==> src/rtl/line_delay_ctrl.sv <==
// -----------------------------------------------------------------------------
// line_delay_ctrl
// Pairs every incoming pixel with the pixel at the same column of the previous
// line. The line memory sits outside this block and is reached through a
// simple write port and a read port with 1-cycle registered read latency.
// The memory is read-before-write on the same address.
//
// Optional build macro: LINE_DELAY_ZERO_PAD_EN
//   defined   -> row-0 pixels report out_up = 0
//   undefined -> row-0 pixels report out_up = out_cur (edge replication)
// -----------------------------------------------------------------------------
module line_delay_ctrl #(
    parameter int IMG_W    = 640,
    parameter int IMG_H    = 480,
    parameter int ADDR_BIT = 10,
    parameter int DATA_BIT = 8
) (
    input  logic                clk,
    input  logic                rst_b,
    input  logic                in_valid,
    input  logic                in_sof,
    input  logic [DATA_BIT-1:0] in_data,
    output logic                out_valid,
    output logic [DATA_BIT-1:0] out_cur,
    output logic [DATA_BIT-1:0] out_up,
    output logic                out_eol,
    output logic                out_eof,
    output logic                err_sync,
    output logic                mem_wr_en,
    output logic [ADDR_BIT-1:0] mem_wr_addr,
    output logic [DATA_BIT-1:0] mem_wr_data,
    output logic                mem_rd_en,
    output logic [ADDR_BIT-1:0] mem_rd_addr,
    input  logic [DATA_BIT-1:0] mem_rd_data
);

    localparam int                  ROW_BIT  = (IMG_H > 1) ? $clog2(IMG_H) : 1;
    localparam logic [ADDR_BIT-1:0] LAST_COL = ADDR_BIT'(IMG_W - 1);
    localparam logic [ROW_BIT-1:0]  LAST_ROW = ROW_BIT'(IMG_H - 1);

    typedef enum logic {
        IDLE,
        ACTIVE
    } state_t;

    state_t              state;
    state_t              state_nxt;
    logic [ADDR_BIT-1:0] col;
    logic [ADDR_BIT-1:0] col_nxt;
    logic [ROW_BIT-1:0]  row;
    logic [ROW_BIT-1:0]  row_nxt;

    // Position the pixel of this cycle is accepted at; a sof forces (0,0).
    logic [ADDR_BIT-1:0] acc_col;
    logic [ROW_BIT-1:0]  acc_row;
    logic                accept;
    logic                acc_eol;
    logic                acc_eof;
    logic                err_nxt;

    // Set while the pixel on the output stage came from row 1 or later, so
    // its upper neighbour is taken from the line memory.
    logic                up_from_mem;
    logic [DATA_BIT-1:0] up_sel;
    logic [DATA_BIT-1:0] up_hold;

    // State and position counters; reset abandons any frame in flight.
    always_ff @(posedge clk or negedge rst_b) begin
        if (!rst_b) begin
            state <= IDLE;
            col   <= '0;
            row   <= '0;
        end else begin
            state <= state_nxt;
            col   <= col_nxt;
            row   <= row_nxt;
        end
    end

    // Accept/drop decision, framing error detection and counter advance.
    always_comb begin
        state_nxt = state;
        col_nxt   = col;
        row_nxt   = row;
        accept    = 1'b0;
        err_nxt   = 1'b0;
        acc_col   = col;
        acc_row   = row;

        case (state)
            IDLE: begin
                if (in_valid) begin
                    if (in_sof) begin
                        accept  = 1'b1;
                        acc_col = '0;
                        acc_row = '0;
                    end else begin
                        err_nxt = 1'b1;
                    end
                end
            end
            ACTIVE: begin
                if (in_valid) begin
                    accept = 1'b1;
                    if (in_sof) begin
                        err_nxt = 1'b1;
                        acc_col = '0;
                        acc_row = '0;
                    end
                end
            end
            default: state_nxt = IDLE;
        endcase

        acc_eol = accept && (acc_col == LAST_COL);
        acc_eof = acc_eol && (acc_row == LAST_ROW);

        if (accept) begin
            if (acc_eof) begin
                state_nxt = IDLE;
                col_nxt   = '0;
                row_nxt   = '0;
            end else if (acc_eol) begin
                state_nxt = ACTIVE;
                col_nxt   = '0;
                row_nxt   = acc_row + ROW_BIT'(1);
            end else begin
                state_nxt = ACTIVE;
                col_nxt   = acc_col + ADDR_BIT'(1);
                row_nxt   = acc_row;
            end
        end
    end

    // Line-memory port: write the new pixel and fetch the old one at the same
    // column in the same cycle; everything is held quiet while in reset.
    always_comb begin
        mem_wr_en   = 1'b0;
        mem_rd_en   = 1'b0;
        mem_wr_addr = '0;
        mem_rd_addr = '0;
        mem_wr_data = '0;
        if (accept && rst_b) begin
            mem_wr_en   = 1'b1;
            mem_rd_en   = 1'b1;
            mem_wr_addr = acc_col;
            mem_rd_addr = acc_col;
            mem_wr_data = in_data;
        end
    end

    // Output stage, one cycle behind the accept cycle to line up with the
    // registered memory read.
    always_ff @(posedge clk or negedge rst_b) begin
        if (!rst_b) begin
            out_valid   <= 1'b0;
            out_cur     <= '0;
            out_eol     <= 1'b0;
            out_eof     <= 1'b0;
            err_sync    <= 1'b0;
            up_from_mem <= 1'b0;
        end else begin
            out_valid <= accept;
            err_sync  <= err_nxt;
            out_eol   <= acc_eol;
            out_eof   <= acc_eof;
            if (accept) begin
                out_cur     <= in_data;
                up_from_mem <= (acc_row != '0);
            end
        end
    end

    // Upper-neighbour selection; row 0 never shows stale memory contents.
    always_comb begin
        up_sel = mem_rd_data;
        if (!up_from_mem) begin
`ifdef LINE_DELAY_ZERO_PAD_EN
            up_sel = '0;
`else
            up_sel = out_cur;
`endif
        end
    end

    // Remember the last presented out_up so it stays put across input gaps
    // even if the memory read data moves.
    always_ff @(posedge clk or negedge rst_b) begin
        if (!rst_b) begin
            up_hold <= '0;
        end else if (out_valid) begin
            up_hold <= up_sel;
        end
    end

    assign out_up = out_valid ? up_sel : up_hold;

endmodule

==> config.mk <==
export PLATFORM = sky130hd
export DESIGN_NAME = line_delay_ctrl
export DESIGN_NICKNAME = d
export VERILOG_FILES = /design/src/rtl/line_delay_ctrl.sv
export SDC_FILE = /design/constraint.sdc
export NUM_CORES = 1
export LEC_CHECK = 0
export BUFFER_PORTS_ARGS = -buffer_cell sky130_fd_sc_hd__buf_2
export CAP_MARGIN = 20
export CORE_ASPECT_RATIO = 1.1
export CORE_UTILIZATION = 43
export CTS_CLUSTER_SIZE = 28
export DETAILED_ROUTE_END_ITERATION = 10
export PLACE_DENSITY = 0.7
export SKIP_CTS_REPAIR_TIMING = 1
export SLEW_MARGIN = 25
export SYNTH_ARGS = -nofsm -noshare
export SYNTH_HDL_FRONTEND = slang
export SYNTH_SLANG_ARGS = --single-unit
==> constraint.sdc <==
create_clock -name clk -period 1.8 [get_ports clk]
set_input_delay 0.27 -clock clk [delete_from_list [all_inputs] [get_ports clk]]
set_output_delay 0.27 -clock clk [all_outputs]
set_load 0.005 [all_outputs]
==> flow_summary.toml <==
[outcome]
status = "complete, but fails checks"
violations_in_the_final_reports = "DRC, setup timing"

[routing]
remaining_drc_errors = 18
drt-pass1-iter-count = 7
wire_per_inst_um = 14.13
drtIter0Drc = 109
ant_nets = 0
detailroute.via_count = 2145
totalWireLength_um = 5710
routed_via_density = 5.309

[clock_tree]
clock_root_buffer = "clkbuf_8"
clk_latency_ns = 0.29
clkTransAtPathRegs_ns = 0.08
cts_tree = "yes"
cts-buffers-inserted = 5
cts_htree_levels = 2
max_root_sink_buffers = 2
cts_num_sinks = 41

[die]
initial_core_util = 0.4467
core_area_mm2 = 0.005000
rows = 27
dieArea_mm2 = 0.005486
io-pin-count = 70
die_y_um = 77.59
floorplan.die.width_um = 70.72

[sta]
finalWorstPathRequiredPeriod_ns = 1.928
fin_tns_setup_ns = -0.3027
relSlewSlack = 0.6757
timing.fmax_ghz = 0.5186
rsz0062_at_grt = "true"
setup_slack_ns = -0.1281
maxSlewViolCount = 0
post-route-period-util = 1.071
timing_worst_slew_pin_value_ns = 0.4864
worst_clock_skew_ns = 0.009377
final-hold-violation-count = 0
setup_viol_count_final = 7

[grt]
grt.overflow.total = 0
grt_pass1_wl_um = 8983
antenna_found_initial = 0
grt_max_degree = 31
grt_use_total = 0.2071
number_of_global_route_vias_before_repair = 1943

[setup_path]
setup.reg_to_reg.worst_slack_ns = -0.13
crit_reg_reg_endpoint = "row[3]"
worst_r2r_path_depth = 8
critPathCapture = "row[3]"
crit_path_max_fanout = 3
worst-setup-path-type = "reg -> reg"
worstSetupStartpoint = "row[0]"
launching_element_type_of_the_critical_path = "flip-flop"
critPathArrivalTime_ns = 2.11
worstReg2RegStart = "row[0]"
timing.critical_path.to_type = "flip-flop"
cp_data_required_time_ns = 1.98

[power]
seq_power_share = 0.495
power.switching_fraction = 0.2941
internal_power_uw = 1506
clock_power_share = 0.277
p_comb_frac = 0.228
p_leak_uw = 0.001567
power_per_cell_area_mw_per_mm2 = 685.4
p_sw_uw = 627.5
worst_ir_drop_vdd_mv = 0.3421

[synth]
synthCells = 250
postSynthNetCount = 273
postSynth.topFlopCell = "dfrtp_1"
synth_enable_flop_cells = 0
yosysWarningCount = 0
register_bit_total_from_synthesis = 41
synthDistinctLibCells = 42
mappedNetlistArea_mm2 = 0.002233
yosysSeqAreaShare = 0.4594
asyncSetResetFlopFracSynth = 1.000
avgSynthCellArea_um2 = 8.934

[place]
placedInstanceArea_mm2 = 0.002791
finalWeightedCongestion = 0.8873
dpl.hpwl_um = 3955
dpl.cell_count = 385
port_buffers = 69

[finish]
layout-area-overhead-vs-synth_pct = 39.38
final_core_util = 0.6226
antenna_cells_inserted = 0
stdcell_count = 404
num-nets-final = 368
final_common_cell = "buf_2"
design_area_mm2 = 0.003113
most-common-layout-cells = "buf_2 (67), buf_4 (42), dfrtp_1 (40)"
drive_above_1_share = 0.4566

[hold_path]
hold_path_class = "in -> async"

[run]
maxCapViolations = 0
-- per-layer routing --
layer | global-route usage | vias up | wire length (µm)
li1 | - | 1059 | -
met2 | 0.3558 | 68 | 2788
met5 | 0 | - | 0
met3 | 0.03636 | 4 | 294
met1 | 0.2632 | 1014 | 2577
met4 | 0.06800 | 0 | 51
-- flip-flops by register name (all words and copies together) (netlist names) --
signal	cells
out_eof	1
out_valid	1
col	10
row	9
out_eol	1
state	1
up_hold	8
up_from_mem	1
err_sync	1
out_cur	8
-- cell usage after synthesis (all sizes together) (3+ instances only) --
master	number	area [µm²]
a21oi	11	58.81
clkbuf	13	50.04
dfrtp	41	1026
a31oi	3	18.77
nand2	40	150.1
o21ai	13	65.06
nand4	5	31.28
nor3	3	15.01
buf	13	98.84
inv	3	11.26
nor2	21	78.83
ha	3	37.54
o31ai	3	22.52
and2	10	66.32
o211ai	3	22.52
and3	20	125.1
nand3	13	70.07
mux2i	9	90.09
-- power by group through the flow --
stage	Clock (µW)	Sequential, µW	Combinational (µW)
after CTS	609	1060	458
after detailed placement	0	1070	455
after floorplan	0	1070	238
after global routing	650	1070	534
final	591	1060	487
after global placement	0	1070	440
-- through the flow --
| stage | power, µW | worst slack [ns] | hold WS, ns |
|---|---|---|---|
| final | 2134 | -0.1281 | 0.001889 |
| after global routing | 2250 | -0.2322 | 0.02201 |
| after CTS | 2122 | -0.2126 | -0.03583 |
| after detailed placement | 1526 | -0.3097 | 0.2798 |
| after global placement | 1509 | -0.2434 | 0.2694 |
| after floorplan | 1308 | -0.2250 | -0.02559 |
-- cell type report --
type | instances | area [µm²]
Multi-Input combinational cell | 181 | 1220
Fill cell | 422 | 1887
Inverter | 3 | 11.26
Clock inverter | 3 | 17.52
Timing Repair Buffer | 113 | 695.7
Clock buffer | 5 | 68.82
Sequential cell | 41 | 1027
Tap cell | 58 | 72.57
-- critical path, cell delays in order, from the launching register on --
cell and delay (ns):
dfrtp_1 0.36, a21bo_4 0.23, inv_2 0.06, ha_4 0.15, nand3_4 0.08, or4_4 0.54
and2_4 0.15, o211ai_1 0.16, o31ai_1 0.09
-- cell families (layout without fill, tap and decap cells) --
group                      count (synthesis)  count (layout)  synth area share
muxes                                      9               9           0.04034
buffers and inverters                     29             124           0.07170
DFF                                       41              41            0.4594
AOI/OAI and AO/OA                         42              42            0.1171
and+or+nand+nor                          122             123            0.2790
xor gates and xnor gates                   4               4           0.01569
adders and majority gates                  3               3           0.01681
-- worst min path at each step --
stage,startpoint,end,slack [ns]
final,rst_b,row[0],0.002
after floorplan,rst_b,col[0],-0.03
after CTS,rst_b,row[8],-0.04
after detailed placement,rst_b,col[2],0.28
after global routing,rst_b,col[8],0.02
after global placement,rst_b,col[0],0.27
(Power assumes the default switching activity.)
